[config.mk]
export PLATFORM = sky130hd
export DESIGN_NAME = tree_route_input_ctrl
export DESIGN_NICKNAME = d
export VERILOG_FILES = /design/src/rtl/tree_route_input_ctrl.sv
export SDC_FILE = /design/constraint.sdc
export NUM_CORES = 1
export LEC_CHECK = 0
export BUFFER_PORTS_ARGS = -buffer_cell sky130_fd_sc_hd__clkbuf_2
export CAP_MARGIN = 15
export CELL_PAD_IN_SITES_DETAIL_PLACEMENT = 0
export CELL_PAD_IN_SITES_GLOBAL_PLACEMENT = 1
export CORE_UTILIZATION = 39
export CTS_CLUSTER_SIZE = 25
export DETAILED_ROUTE_END_ITERATION = 10
export HOLD_SLACK_MARGIN = 0.03
export PLACE_DENSITY = 0.72
export SYNTH_ARGS = -nofsm -noshare
export SYNTH_HDL_FRONTEND = slang
export SYNTH_SLANG_ARGS = --single-unit
export TNS_END_PERCENT = 30
[constraint.sdc]
create_clock -name clk -period 2.5 [get_ports clk]
set_input_delay 0.375 -clock clk [delete_from_list [all_inputs] [get_ports clk]]
set_output_delay 0.375 -clock clk [all_outputs]
set_load 0.005 [all_outputs]
[src/rtl/tree_route_input_ctrl.sv]
// Input-control stage of a NoC tree router: buffers packets in a small FIFO and
// steers the head packet to child0, child1 or the parent by its destination address.
module tree_route_input_ctrl #(
  parameter int WIDTH_packet = 14,
  parameter int ADDR_W       = 4,
  parameter int PREFIX_W     = 0,
  parameter int PREFIX       = 0,
  parameter int DEPTH        = 4
) (
  input  logic                         clk,
  input  logic                         rst,
  input  logic                         in_valid,
  output logic                         in_ready,
  input  logic [WIDTH_packet-1:0]      in_data,
  output logic                         c0_valid,
  input  logic                         c0_ready,
  output logic [WIDTH_packet-1:0]      c0_data,
  output logic                         c1_valid,
  input  logic                         c1_ready,
  output logic [WIDTH_packet-1:0]      c1_data,
  output logic                         p_valid,
  input  logic                         p_ready,
  output logic [WIDTH_packet-1:0]      p_data,
  output logic [$clog2(DEPTH+1)-1:0]   occupancy,
  output logic [15:0]                  pkt_count
);

  localparam int PTR_W = $clog2(DEPTH);
  localparam int OCC_W = $clog2(DEPTH+1);
  // Bit of the packet that picks the child once the subtree prefix matches.
  localparam int CHILD_BIT = WIDTH_packet - 1 - PREFIX_W;
  localparam int DEST_LSB  = WIDTH_packet - ADDR_W;

  typedef enum logic [1:0] {
    ROUTE_C0 = 2'd0,
    ROUTE_C1 = 2'd1,
    ROUTE_P  = 2'd2
  } route_t;

  logic [WIDTH_packet-1:0] mem [DEPTH];
  logic [PTR_W-1:0]        wr_ptr;
  logic [PTR_W-1:0]        rd_ptr;
  logic [OCC_W-1:0]        count_q;
  logic [WIDTH_packet-1:0] head;
  logic                    not_empty;
  logic                    in_subtree;
  logic                    sel_ready;
  logic                    push;
  logic                    pop;
  route_t                  route;

  assign head      = mem[rd_ptr];
  assign not_empty = (count_q != '0);
  assign in_ready  = (count_q != OCC_W'(DEPTH));
  assign occupancy = count_q;

  // The root owns the whole address space, so every packet goes to a child.
  if (PREFIX_W == 0) begin : g_root
    assign in_subtree = 1'b1;
  end else begin : g_subtree
    assign in_subtree = (head[WIDTH_packet-1 -: PREFIX_W] == PREFIX_W'(PREFIX));
  end

  always_comb begin
    route = ROUTE_P;
    if (in_subtree) begin
      route = head[CHILD_BIT] ? ROUTE_C1 : ROUTE_C0;
    end
  end

  always_comb begin
    c0_valid  = 1'b0;
    c1_valid  = 1'b0;
    p_valid   = 1'b0;
    sel_ready = 1'b0;
    case (route)
      ROUTE_C0: begin
        c0_valid  = not_empty;
        sel_ready = c0_ready;
      end
      ROUTE_C1: begin
        c1_valid  = not_empty;
        sel_ready = c1_ready;
      end
      default: begin
        p_valid   = not_empty;
        sel_ready = p_ready;
      end
    endcase
  end

  // All three data ports show the head; only the matching valid qualifies it.
  assign c0_data = head;
  assign c1_data = head;
  assign p_data  = head;

  assign push = in_valid && in_ready;
  assign pop  = not_empty && sel_ready;

  // Storage is not reset: an entry is only ever read after it has been written.
  always_ff @(posedge clk) begin
    if (push) begin
      mem[wr_ptr] <= in_data;
    end
  end

  always_ff @(posedge clk or posedge rst) begin
    if (rst) begin
      wr_ptr    <= '0;
      rd_ptr    <= '0;
      count_q   <= '0;
      pkt_count <= '0;
    end else begin
      if (push) begin
        wr_ptr <= wr_ptr + 1'b1;
      end
      if (pop) begin
        rd_ptr    <= rd_ptr + 1'b1;
        pkt_count <= pkt_count + 16'd1;
      end
      case ({push, pop})
        2'b10:   count_q <= count_q + 1'b1;
        2'b01:   count_q <= count_q - 1'b1;
        default: count_q <= count_q;
      endcase
    end
  end

  logic [ADDR_W-1:0] unused_dest;
  assign unused_dest = head[DEST_LSB +: ADDR_W];

endmodule

---- Yosys cells after proc, flatten, opt, wreduce, memory -nomap -nowiden ----
Memory sizes are Yosys's and may differ from the RTL's.
Index checks and enable logic that the tools add are counted.
storage, ports and cells
  flip-flop bits (word level) ............. 23
  RAM bits ................................ 56
  bits of input ports ..................... 20
  output and inout port bits .............. 65
  logic and storage cells ................. 28
  memories kept ........................... 1
memory list
  name  depth  width  read ports  clocked after Yosys merged registers in  wr ports  RTL line  text
  mem   4      14     1           0                                        1         40        logic [WIDTH_packet-1:0] mem [DEPTH];
operators by class
  $add $sub $neg .......................... 5
  eq/ne operators ......................... 4
  multiplexer cells ....................... 8
  reductions and logical operators ........ 6
operator list
  operator                 number
  $add A16 B1 Y16 const B  1
  $mux W1                  6
  $pmux W3 S2              1
  $add A2 B1 Y2 const B    2
  $add A3 B1 Y3 const B    1
  $ne A3 B3 Y1 const B     1
  $reduce_bool A3 Y1       1
  $sub A3 B1 Y3 const B    1
  $eq A2 B1 Y1 const B     1
  $eq A2 B2 Y1 const B     1
  $logic_and A1 B1 Y1      2
  $logic_not A2 Y1         1
  $pmux W1 S2              1
  $reduce_bool A2 Y1       1
  $reduce_or A2 Y1         1
  $eq A1 B1 Y1 const B     1

---- Longest topological paths before layout ----
Gate-level depths: netlist of the first run.
An unclocked memory read counts as a cell.
  word-level depth ........................ 7
  depth in mapped cells ................... 9
  gate-level depth less buffers ........... 9

---- Worst setup path before layout of the first run ----
OpenSTA, ideal clock, no wires.
  path type ............................... register to register
  start ................................... register rd_ptr[0]
  end ..................................... register count_q[1], in the netlist occupancy[1]
  setup time .............................. 125 ps
  arrival ................................. 2,369 ps
  data required time ...................... 2,375 ps
  setup slack ............................. 6 ps
  cell stages (with the launch flop) ...... 8
  buffers on the path ..................... 1
  period minus slack after synthesis ...... 2,494 ps
  cell sequence ........................... dfrtp_1 buf_6 mux4_2 mux2i_4 nor2_2 ha_1 fa_1 mux2_2
on the way
  word-level cells in the longest chain between the ends .. 7
  elaborated cells on any way between the ends .. 10
  those cells by class .................... eq/ne (3); mux (3); reduce/logical (3); memory (1)
RTL lines
  item                                               RTL line  text
  start: declaration                                 42        logic [PTR_W-1:0] rd_ptr;
  start signal: assignment                           118       rd_ptr <= rd_ptr + 1'b1;
  $mem_v2 Z4 W14 (*)                                 -
  named net c0_data[13]                              17        output logic [WIDTH_packet-1:0] c0_data,
  $mux W1 (*)                                        67        route = head[CHILD_BIT] ? ROUTE_C1 : ROUTE_C0;
  $eq A1 B1 Y1 or $logic_not A2 Y1 (tied branches)   76        case (route)
  $pmux W1 S2 (*)                                    76
  $logic_and A1 B1 Y1 (*)                            98        assign pop = not_empty && sel_ready;
  named net pop                                      49        logic pop;
  $eq A2 B1 Y1 or $eq A2 B2 Y1 (tied branches)       121       case ({push, pop})
  $pmux W3 S2 or $reduce_bool A2 Y1 (tied branches)  -
  end signal: assignment                             122       2'b10: count_q <= count_q + 1'b1;
  end signal: assignment                             123       2'b01: count_q <= count_q - 1'b1;
  end signal: assignment                             124       default: count_q <= count_q;
  end: declaration                                   43        logic [OCC_W-1:0] count_q;
The timed path passes the listed nets; every way through them passes the cells marked *.
A chain may end at the register's enable or synchronous reset.

---- Final worst setup path of the first run ----
  start ................................... register rd_ptr[0]
  end ..................................... register count_q[2], in the netlist occupancy[2]
on the way
  word-level cells in the longest chain between the ends .. 7
  elaborated cells on any way between the ends .. 10
  those cells by class .................... eq/ne (3); mux (3); reduce/logical (3); memory (1)
RTL lines
  item                                               RTL line
  $mem_v2 Z4 W14 (*)                                 -
  $mux W1 (*)                                        67
  $eq A1 B1 Y1 or $logic_not A2 Y1 (tied branches)   76
  $pmux W1 S2 (*)                                    76
  $logic_and A1 B1 Y1 (*)                            98
  named net pop                                      49
  $eq A2 B1 Y1 or $eq A2 B2 Y1 (tied branches)       121
  $pmux W3 S2 or $reduce_bool A2 Y1 (tied branches)  -
Marks and branches as above.

==> impl_summary.md, run 1 <==
Worst setup path
The largest single stage delay on the critical path is 0.56 ns. The critical path goes through mux4_2 > mux2i_4 > nor2_2 > ha_1 > fa_1 > xnor2_1 > nor2_1 > xor2_1. Data arrives at the worst endpoint at 2.62 ns. The worst endpoint required time is 2.77 ns. STA classifies the critical path startpoint as a flip-flop. The endpoint identified for the worst register-to-register timing path is occupancy[2]. The slowest stage of the critical path belongs to the cell mux4_2. Measured in cells, the most critical reg-to-reg path has a length of 8. The worst setup path is captured at a flip-flop. The maximum fanout count along the critical path is 4. The critical path is of the flip-flop to flip-flop type. The flop-to-flop setup slack is 0.16 ns. The worst register-to-register path begins at rd_ptr[0].

Clocking
The buffer levels on the longest clock path is 2. Clock latency on the worst-skew pair, taken at its later pin, is 0.35 ns. TritonCTS built the clock tree. The clock transition at the registers of the reported paths is 0.08 ns. The count of hold buffers inserted by post-cts repair is 0. The number of setup buffers added after CTS is 0. The number of clock buffers added by TritonCTS is 9. The number of gates resized after CTS is 0. CTS built an H-tree with a depth of 3. The number of clock sinks is 79. The root buffer cell chosen for the clock tree is clkbuf_8.

Floorplan
The initial core utilization is 41.3%. The die area is 9250 um^2. The initialized floorplan defines 33 standard-cell rows. Pin placement for this block handled 85 I/O pins. The floorplan step set the die width to 96.2 um. The overall die height is 96.2 um. The core box area is 8380 um^2.

Synthesis
The commonest cells after synthesis are 56 x edfxtp_1, 29 x buf_4, 23 x dfrtp_1, 14 x mux4_2, 14 x xnor2_1. Of all cell types, the one taking the most synthesized area is edfxtp_1. After synthesis, the share of flip-flops with an asynchronous set or reset is 29.1%.

The fraction of the yosys area taken by sequential cells is 65.3%. In the post-synthesis netlist, the cell with the most instances is edfxtp_1. Summing every instance area after synthesis gives 3460 um^2. The share of synthesized area in the top cell type comes to 48.6%.

The number of flops mapped to enable cells by yosys is 56. In this run, distinct cell masters in the synthesized netlist total 30. In the synthesized netlist, the number of instances is 207. Sorting the synthesized cells by area gives the leading types as edfxtp_1 49%, dfrtp_1 17%, mux4_2 9.1%, buf_4 6.3%, xnor2_1 3.5%. Synthesis inferred 79 register bits. During synthesis, Yosys emitted a total of 0 warnings. The primary flip-flop cell chosen by synthesis mapping is edfxtp_1.

A synthesized cell averages 16.7 um^2. The net count after synthesis is 234.

STA
Summed over all failing endpoints, the final setup total negative slack is 0 ns. The share of the cycle needed by the critical path after routing is between 90 and 100%. The number of endpoints with negative hold slack in the final report came to 0.

Setup violations remaining at the end of the flow were counted as 0. The worst pin sits at a relative slew slack of 39.5%. The pin slew with the least headroom to its limit is 0.907 ns. The final setup slack of the worst path is 0.159 ns.

Setup repair after global routing left no endpoint under its margin. On the final layout, the worst clock skew is 0.0162 ns. Derived from the worst setup path, the maximum achievable clock frequency is 427 MHz. The clock period could shrink to 2.34 ns.

The number of max-slew violations in the final report came to 0.

Pwr
For this design the static power due to leakage is around 1.6 nW. The power per unit of standard cell area is roughly 1200 nW/um^2. Total power for the finished layout comes to 4.62 mW.

VDD sags by at most 396 uV.

Place
Summing all placed instances gives a cell area of ~3800 um^2. Input and output buffers added on the ports amount to 82. The global placer's final weighted congestion is 0.754. Before CTS, the worst setup slack after placement is 0.173 ns. The placed wire-length estimate is 4.13 mm.

Detailed routing
The detailed router placed 1,835 vias in this run. For this block, the routed nets add up to about 5.9 mm of wire. The routed wire length per instance is roughly 15 um. The final antenna-violating net count is 0. The DRC marker count from the first detailed-route iteration is 67. For this run, the detailed router's first-pass iteration total came to 4. The per-cell via count in the routed design is around 4.8. For this run, design rule violations remaining after detail routing come to 0.

Worst hold path
The tightest min-delay check is of the input port to asynchronous set/reset pin type.

Global routing
After global routing the overflow that remains totals 0. The number of antenna violations at the first check in global routing came to 0. Entering global routing, the biggest net connects 24 pins. The first global-routing pass estimated 9.30 mm of wire.

In the global route stage, overall resource usage came out at 14.2%. The via count of the first global-routing pass is 1,801.

Final layout
The area growth from synthesis to layout is 15.4%. Fill cells in the final layout number about 750. The number of diodes is 0. Summing all multi-input logic gate instances after layout gives ~940 um^2. Once layout is done, the placed cells without fillers occupy 3990 um^2. For this run, the post-layout net count is just over 300. The register area is 2260 um^2. Cells fill 47.6% of the core in the end. The share of final-layout standard cells stronger than drive strength 1 is 46.4%.

Flow run
Max-cap violations in this run came to 0.

Status
The run finished with clean final reports.
-- placed cells by master (no fill, tap or decap), drive strengths merged --
cell type,instances
and3,7
fa,1
nor4,2
clkinvlp,2
nor3,5
buf,8
ha,6
mux4,14
xnor2,14
and4,1
clkbuf,92
xor2,7
and2,2
nor2,5
nand3,8
clkinv,1
edfxtp,56
nand2b,1
conb,1
nand4,7
mux2,4
inv,7
nand2,4
dfrtp,23
or3,1
mux2i,1
-- metal layers --
metal  vias up  track usage [%]  wire [um]
met3         8             4.19        246
li1        878                -          -
met4         0             5.97         82
met1       902             18.0       2630
met2        47             22.8       2990
met5         -                0          0
-- cell type report --
type | instances | share of cell area (%)
sequential | 79 | 56.6
clock inverter | 6 | 1.32
inverter | 4 | 0.376
multi-input combinational | 91 | 23.5
timing repair buffer | 90 | 11.8
clock buffer | 10 | 3.20
tap | 105 | 3.29
-- state kept, by name (all words and copies together) (netlist names) --
signal and count:
mem 56, pkt_count 16, occupancy 3, rd_ptr 2, wr_ptr 2
-- how the worst max path moves through the flow --
stage                        end  cells after the start      start  slack (ns)
floorplan           occupancy[1]                      7  rd_ptr[0]       0.006
CTS                 occupancy[2]                      8  rd_ptr[0]        0.15
global placement    occupancy[2]                      8  rd_ptr[0]        0.21
global route        occupancy[2]                      8  rd_ptr[0]        0.04
detailed placement  occupancy[2]                      8  rd_ptr[0]        0.17
finish              occupancy[2]                      8  rd_ptr[0]        0.16
-- cell families (layout without fill, tap and decap cells) --
group / Yosys count / after routing / synth area share [%]
flip-flops: 79 / 79 / 65.3
AND/OR/NAND/NOR: 43 / 43 / 7.63
buffers and inverters: 37 / 110 / 7.63
XOR/XNOR: 21 / 21 / 5.32
multiplexers: 19 / 19 / 11.3
adder cells (fa/ha/maj): 7 / 7 / 2.75
other: 1 / 1 / 0.108
-- worst max-delay path, delay by kind of cell, from the launching register on --
kind | cells | cell delay (ns)
muxes | 2 | 0.81
adders and majority gates | 2 | 0.63
DFF | 1 | 0.37
xor gates and xnor gates | 2 | 0.30
and+or+nand+nor | 2 | 0.17
-- metrics by stage --
step | instances | hold WS (ns)
6_report | 385 | 0.190
5_1_grt | 385 | 0.227
4_1_cts | 385 | 0.215
3_5_place_dp | 369 | 0.464
3_3_place_gp | 369 | 0.460
2_1_floorplan | 207 | 0.377
-- where the power goes --
part | switching, mW | internal, mW
Sequential | 0.191 | 1.73
Combinational | 0.907 | 0.939
Clock | 0.480 | 0.376
Power figures use the tool's default switching activity.
==> run 2: changes to the inputs <==
--- a/config.mk
+++ b/config.mk
@@ -9,6 +9,7 @@
 export CAP_MARGIN = 15
 export CELL_PAD_IN_SITES_DETAIL_PLACEMENT = 0
 export CELL_PAD_IN_SITES_GLOBAL_PLACEMENT = 1
+export CORE_MARGIN = 3
 export CORE_UTILIZATION = 39
 export CTS_CLUSTER_SIZE = 25
 export DETAILED_ROUTE_END_ITERATION = 10
==> run 2 against run 1 <==
  * Clock power rose by 7.4%
  * Largest cell class unchanged
  * Total power is 1.8% higher
  * Non-clock buffer count up 1
  * Combinational power barely moved
  * Hold slack improved by 0.028 ns
  * Sequential power about the same
  * Critical path depth unchanged
  * Die area up 8.5%
  * Clock skew down 0.0068 ns
  * Final cell count is 0.26% higher
  * Global-route usage decreased by 0.54 points
  * Core utilization is essentially flat
==> impl_summary.md, run 2 (synthesized netlist as in run 1, its figures left out) <==
Final layout
In the layout the commonest cells are 82 x clkbuf_2, 56 x edfxtp_1, 23 x dfrtp_1. The flip-flop count of the largest register after layout is 56 (unchanged). The final layout net count is 303 (+0.33%).

The final design utilization is 47.6% (about the same). The area taken by multi-input logic gates is 937 um^2 (unchanged). The final cell count without fillers is 386 (+0.26%). The number of diodes is 0 (unchanged). The share of final-layout standard cells stronger than drive strength 1 was 46.3% (-0.17 points).

Compared with the post-synthesis result, the final layout area differs by 16.0%. The register area is 2260 um^2 (unchanged). The leading cell type in the layout, fill and taps excluded is clkbuf_2. The filler cell count in the final layout is 766 (+1.9%).

The register with the most flip-flops is mem.

Detailed routing
The per-cell via count in the routed design is 4.80 (+0.72%). The total detailed-routing wirelength came to 6.27 mm (+5.4%). The number of vias after detailed routing is 1,853 (+0.98%).

The final antenna-violating net count is 0 (unchanged). The remaining routing DRC violations is 0 (unchanged). The DRC marker count from the first detailed-route iteration was 65 (-3.0%). The routed wire length per instance was 16.2 um (+5.2%).

The first-pass iteration count of the detailed router was 4 (unchanged).

STA
The highest clock frequency the design can meet is 435 MHz (+1.9%). The share of the cycle needed by the critical path after routing is 91.9% (-1.7 points). The final critical-path required period is 2.30 ns (-0.0431 ns). The setup clock skew after layout is 0.00936 ns (-0.00681 ns). The relative max-transition margin is 36.2% (-3.3 points). The final setup violation count is 0 (unchanged). The final-layout setup total negative slack is 0 ns (unchanged). The final setup slack of the worst path was 0.202 ns (+0.0431 ns).

The number of max-slew violations in the final report is 0 (unchanged). The pin slew with the least headroom to its limit came to 0.957 ns (+0.0499 ns). The worst hold margin is 0.218 ns (+0.0282 ns).

Setup repair after global routing left no endpoint under its margin. The number of endpoints with negative hold slack in the final report is 0 (unchanged).

Worst setup path
The maximum fanout count along the critical path was 4 (unchanged). The endpoint identified for the worst register-to-register timing path is occupancy[2]. Traced cell by cell, the critical path runs through mux4_2 > mux2i_4 > nor2_2 > ha_1 > fa_1 > xnor2_1 > nor2_1 > xor2_1.

The critical setup path kind is flip-flop to flip-flop. The endpoint type of the worst setup path is a flip-flop. The critical path arrival is 2.57 ns (-0.05 ns). The worst endpoint required time was 2.77 ns (about the same). The worst setup path startpoint is rd_ptr[0].

The critical register-to-register path startpoint is rd_ptr[0]. The critical path ends at occupancy[2]. The count of cell instances traversed by the critical path is 8 (unchanged). Grouping stages by cell kind, the critical path spends the most delay in multiplexers.

The worst setup path is launched from a flip-flop. The number of buffer and inverter stages on the critical path is 0 (unchanged). The maximum cell stage delay along the critical path was 0.55 ns (about the same). The slowest stage of the critical path is the mux4_2 cell.

The number of cell instances on the worst register-to-register path is 8 (unchanged). The flop-to-flop setup slack is 0.20 ns (+0.04 ns).

Global routing
The first-pass GRT wire length came to 10.2 mm (+9.3%). The via count of the first global-routing pass is 1,887 (+4.8%). The remaining global-route overflow is 0 (unchanged). The number of antenna violations at the first check in global routing came to 0 (unchanged). The maximum number of pins on one net before global-route repair is 24 (unchanged).

The overall global routing resource usage is 13.7% (-0.54 points).

Flow run
The count of maximum capacitance violations is 0 (unchanged).

Floorplan
The initial core utilization was 41.1% (-0.20 points). The number of primary I/O pins is 85 (unchanged). The overall die height is 100 um (+4.2%). The floorplan row count was 33 (unchanged). The die area is 10,000 um^2 (+8.5%). The core box area is 8420 um^2 (+0.49%).

The width of the die is 100 um (+4.2%).

Place
The global placer's final weighted congestion is 0.756 (+0.27%). The total placed cells including tap cells is 370 (+0.27%). The number of buffer cells added on primary ports came to 82 (unchanged).

The placed wire-length estimate came to 4.29 mm (+3.9%). The post-placement setup slack is 0.214 ns (+0.0409 ns).

Clocking
The number of gates resized after CTS is 0 (unchanged). TritonCTS built the clock tree. The count of hold buffers inserted by post-cts repair is 0 (unchanged). The maximum level of the CTS H-tree is 3 (unchanged). The buffer levels on the longest clock path came to 2 (unchanged). The clock transition at the registers of the reported paths is 0.08 ns (about the same).

The number of clock buffers inserted by TritonCTS is 9 (unchanged). The number of clock sinks was 79 (unchanged). The number of post-CTS setup repair buffers is 0 (unchanged). The source-to-sink clock delay at the later pin of the worst-skew pair is 0.34 ns (about the same). The tree is rooted in a clkbuf_8.

Pwr
The maximum resistive drop on vdd came to 570 uV (+44%). The power per unit of standard cell area came to 1170 nW/um^2 (+1.3%). The leakage power figure is 1.66 nW (+0.99%).

Status
The run finished with clean final reports.

Worst hold path
The tightest min-delay check is of the input port to asynchronous set/reset pin type.
run 2: how the worst min path moves through the flow:
stage                  start             to  cells past startpoint
2_1_floorplan            rst   occupancy[0]                      1
3_3_place_gp   pkt_count[15]  pkt_count[15]                      1
3_5_place_dp   pkt_count[15]  pkt_count[15]                      1
4_1_cts           in_data[4]      mem[0][4]                      1
5_1_grt           in_data[4]      mem[1][4]                      1
6_report                 rst  pkt_count[13]                      2
run 2: per-layer routing:
layer / track usage [%] / part of all wire (%)
met3: 4.24 / 4.9
met5: 0 / 0
met4: 5.60 / 0.75
met1: 17.8 / 43
met2: 21.4 / 51
run 2: area by class of cell:
cell class                      instances  share of cell area (%)
Sequential cell                        79                    56.3
Multi-Input combinational cell         91                    23.4
Timing Repair Buffer                   91                    11.9
Clock buffer                           12                    3.62
Tap cell                              105                    3.28
Clock inverter                          4                    1.19
Inverter                                4                   0.374
run 2: power by group:
part	switching [mW]	total (mW)	leakage, nW	internal, mW
logic	0.923	1.87	0.763	0.944
clock network	0.432	0.919	0.0964	0.486
registers	0.192	1.92	0.800	1.73
total	1.55	4.70	1.66	3.16
run 2: metrics by stage:
step	instance area, um^2	power, mW
floorplan	3460	3.39
global placement	3820	3.83
detailed placement	3820	3.87
CTS	4010	4.79
global route	4010	5.06
finish	4010	4.70
==> run 3: changes to the inputs <==
--- a/config.mk
+++ b/config.mk
@@ -5,12 +5,13 @@
 export SDC_FILE = /design/constraint.sdc
 export NUM_CORES = 1
 export LEC_CHECK = 0
+export ABC_AREA = 1
 export BUFFER_PORTS_ARGS = -buffer_cell sky130_fd_sc_hd__clkbuf_2
 export CAP_MARGIN = 15
 export CELL_PAD_IN_SITES_DETAIL_PLACEMENT = 0
 export CELL_PAD_IN_SITES_GLOBAL_PLACEMENT = 1
 export CORE_MARGIN = 3
-export CORE_UTILIZATION = 39
+export CORE_UTILIZATION = 37
 export CTS_CLUSTER_SIZE = 25
 export DETAILED_ROUTE_END_ITERATION = 10
 export HOLD_SLACK_MARGIN = 0.03
==> run 3 against run 2 <==
  * Routed wire length grew 25%
  * Clock-buffer cell count fell by 3
  * Sequential cell count unchanged
  * Combinational power up 16%
  * Core utilization is 3.0 points lower
  * Register-to-register slack better by 0.02 ns
  * Sequential power is 2% lower
  * Synthesized cell count is 77% higher
  * Fmax increased by 0.68%
  * Clock skew is 0.0071 ns higher
==> impl_summary.md, run 3 <==
STA
Setup repair after global routing left no endpoint under its margin. The final critical-path required period is 2.28 ns (-0.0155 ns). The final-layout setup total negative slack is 0 ns (unchanged).

The number of max-slew violations in the final report came to 0 (unchanged). The highest clock frequency the design can meet came to 438 MHz (+0.68%). The pin slew with the least headroom to its limit was 0.637 ns (-0.320 ns). The final setup violation count was 0 (unchanged). The setup clock skew after layout came to 0.0164 ns (+0.00705 ns). The share of the cycle needed by the critical path after routing is 91.3% (-0.62 points). The relative max-transition margin came to 57.4% (+21 points).

The number of endpoints with negative hold slack in the final report came to 0 (unchanged). The worst hold margin was 0.232 ns (+0.0143 ns).

Synthesis
The synthesized netlist cell count came to 366 (+77%). The dominant combinational cell family by area after synthesis is simple AND/OR/NAND/NOR gates. The mean cell area of the mapped netlist is 10.3 um^2 (-39%). The cell type with the largest total area after synthesis is edfxtp_1.

The most frequently used cell type in the post-synthesis netlist is nand2_1. The post-synthesis cell type count is 28 (-6.7%). The commonest cells after synthesis are 72 x nand2_1, 56 x edfxtp_1, 48 x nor2_1, 30 x buf_4, 29 x o21ai_0. The fraction of the yosys area taken by sequential cells is 60.1% (-5.1 points). The share of synthesized area spent on multiplexers is 0% (-11 points). The fraction of the mapped netlist area in simple logic gates is 18.7% (+11 points). The number of flops mapped to enable cells by yosys is 56 (unchanged). The synthesis warning total is 0 (unchanged). The synthesized-area fraction occupied by adder cells came to 2.53% (-0.22 points). The share of Yosys cell area claimed by the top area cell type is 44.8% (-3.8 points). The primary flip-flop cell chosen by synthesis mapping is edfxtp_1. After synthesis, the cell types taking the most area are edfxtp_1 45%, dfrtp_1 15%, nand2_1 7.2%, buf_4 6.0%, nor2_1 4.8%. The synthesized cell area is 3750 um^2 (+8.5%). The async set-or-reset flop fraction in the synthesized netlist is 29.1% (unchanged). The net count after synthesis is 393 (+68%). The area share of xor/xnor cells in the synthesized design is 1.87% (-3.5 points). The synthesized flop and latch total is 79 (unchanged). The post-synthesis compound-gate area fraction is 6.57% (+6.6 points).

Clocking
The number of clock sinks is 79 (unchanged). The source-to-sink clock delay at the later pin of the worst-skew pair is 0.36 ns (+0.02 ns). The CTS tree is yes. The buffer levels on the longest clock path is 2 (unchanged). The cell at the root of the clock tree is clkbuf_8.

The number of clock buffers inserted by TritonCTS is 9 (unchanged). The maximum level of the CTS H-tree is 3 (unchanged). The count of hold buffers inserted by post-cts repair is 1 (+1). The clock transition at the registers of the reported paths is 0.09 ns (about the same).

The number of gates resized after CTS came to 0 (unchanged). The number of post-CTS setup repair buffers is 0 (unchanged).

Pwr
The net switching power is 1.98 mW (+28%). The cell-internal power is 3.15 mW (-0.17%). The final total power came to 5.13 mW (+9.0%). The combinational share of power is 42.1% (+2.4 points). The sequential cell fraction of total power came to 36.6% (-4.2 points).

The share of total power in the clock network was 21.3% (+1.8 points). The power per unit of standard cell area is 1170 nW/um^2 (-0.20%). The maximum resistive drop on vdd is 571 uV (+0.28%).

The switching power share of the total was 38.6% (+5.7 points). The leakage power figure is 1.95 nW (+18%).

Final layout
The number of diodes is 0 (unchanged). The flip-flop count of the largest register after layout came to 56 (unchanged). The library cell used most frequently in the layout, excluding fill and tap cells, is clkbuf_2. The final design instance area without fill is 4380 um^2 (+9.3%). The final layout net count is 459 (+51%).

The share of final-layout standard cells stronger than drive strength 1 is 27.2% (-19 points). Leaving out fill and tap cells, the most frequent cells in the layout are 82 x clkbuf_2, 72 x nand2_1, 56 x edfxtp_1. The register with the most flip-flops is mem.

The final design utilization is 44.6% (-3.0 points). The area growth from synthesis to layout is 16.8%.

Place
The number of buffer cells added on primary ports was 82 (unchanged). The placed wire-length estimate is 5.35 mm (+25%). The post-placement cell area is 4140 um^2 (+8.4%).

The global placer's final weighted congestion came to 0.763 (+0.94%).

Worst setup path
The critical path arrival came to 2.51 ns (-0.06 ns). In this design, the largest share of critical-path delay is due to adder cells. The signal on the critical path passes through inv_2 > nand2_1 > nand3_1 > nand2_2 > nand3_4 > nand2_4 > ha_1 > fa_1 > a21oi_1 > o21ai_0 > xor2_1. The slowest stage of the critical path belongs to the cell dfrtp_1. The worst setup path is captured at a flip-flop. The maximum cell stage delay along the critical path is 0.45 ns (-0.10 ns). The kind of start point of the critical path is a flip-flop. The worst endpoint required time is 2.73 ns (-0.04 ns). The number of buffer and inverter stages on the critical path is 1 (+1). The maximum fanout count along the critical path is 11 (+7). The worst setup path is of the flip-flop to flip-flop kind.

Worst hold path
The worst min-delay path class is input port to flip-flop.

Detailed routing
The DRC marker count from the first detailed-route iteration is 157 (+140%). The routed wire length per instance is 13.8 um (-15%). The number of vias after detailed routing was 2,672 (+44%).

The first-pass iteration count of the detailed router came to 4 (unchanged). The remaining routing DRC violations was 0 (unchanged). The total detailed-routing wirelength was 7.86 mm (+25%).

The per-cell via count in the routed design was 4.69 (-2.3%). The final antenna-violating net count came to 0 (unchanged).

Floorplan
The width of the die is 107 um (+6.5%). The initial core utilization is 38.2% (-2.8 points). The die area came to 11,400 um^2 (+14%).

The overall die height is 107 um (+6.5%). The core box area was 9820 um^2 (+17%). The floorplan row count is 36 (+9.1%). The number of primary I/O pins is 85 (unchanged).

Global routing
The overall global routing resource usage is 14.6% (+0.93 points). The maximum number of pins on one net before global-route repair is 24 (unchanged). The number of antenna violations at the first check in global routing is 0 (unchanged). The first-pass GRT wire length was 13.0 mm (+28%). The via count of the first global-routing pass is 2,550 (+35%). The remaining global-route overflow is 0 (unchanged).

Status
The run finished with clean final reports.

Flow run
The count of maximum capacitance violations is 0 (unchanged).
[run 3: cell types whose count changed after synthesis, moves of 13 or more]
cell     before  now
nand2_1       4   72
nor2_1        4   48
o21ai_0       0   29
nand3_1       6   27
inv_1         4   22
mux4_2       14    0
o22ai_1       0   13
[run 3: per-layer routing]
layer  GRT usage (%)  up-vias  part of all wire (%)
met1            20.0     1261                    46
li1                -     1336                     -
met2            23.1       64                    48
met4            5.02        0                   1.5
met5               0        -                     0
met3            3.07       11                   4.4
[run 3: worst reg2reg max path: stages (launching register included)]
cell,delay (ns)
dfrtp_1,0.45
inv_2,0.22
nand2_1,0.08
nand3_1,0.12
nand2_2,0.11
nand3_4,0.08
nand2_4,0.06
ha_1,0.21
fa_1,0.39
a21oi_1,0.16
o21ai_0,0.12
xor2_1,0.15
[run 3: area by class of cell]
cell class                 count  area, um^2
multi-input combinational    222        1120
timing repair buffer          96         518
inverter                      24        90.1
fill                         964        5440
sequential                    79        2260
tap                          133         166
clock inverter                 7         109
clock buffer                   9         124
[run 3: logic make-up after synthesis]
family          count (synthesis)
compound gates                 46
xor+xnor                        8
fa+ha+maj                       7
buf+inv                        65
flops                          79
other cells                     1
simple gates                  160
[run 3: power groups by stage]
stage               Clock (mW)  Combinational (mW)  Sequential (mW)
floorplan                    0                1.69             1.86
global placement             0                2.17             1.90
detailed placement           0                2.20             1.91
CTS                       1.11                2.21             1.88
global route              1.17                2.46             1.91
finish                    1.09                2.16             1.88
[run 3: metrics by stage]
step           setup WS [ns]  cells
6_report               0.217    570
5_1_grt               0.0492    570
4_1_cts                0.215    570
3_5_place_dp           0.219    553
3_3_place_gp           0.306    553
2_1_floorplan          0.295    366
[run 3: final timing paths]
kind	depth (start not counted)	startpoint	slack, ns	to
setup / recovery	11	rd_ptr[0]	0.22	occupancy[2]
hold / removal	1	in_data[7]	0.23	mem[3][7]
setup reg to reg	11	rd_ptr[0]	0.22	occupancy[2]
hold reg to reg	2	pkt_count[15]	0.57	pkt_count[15]
max in group asynchronous	4	rst	1.67	rd_ptr[0]
min in group asynchronous	4	rst	0.58	pkt_count[8]
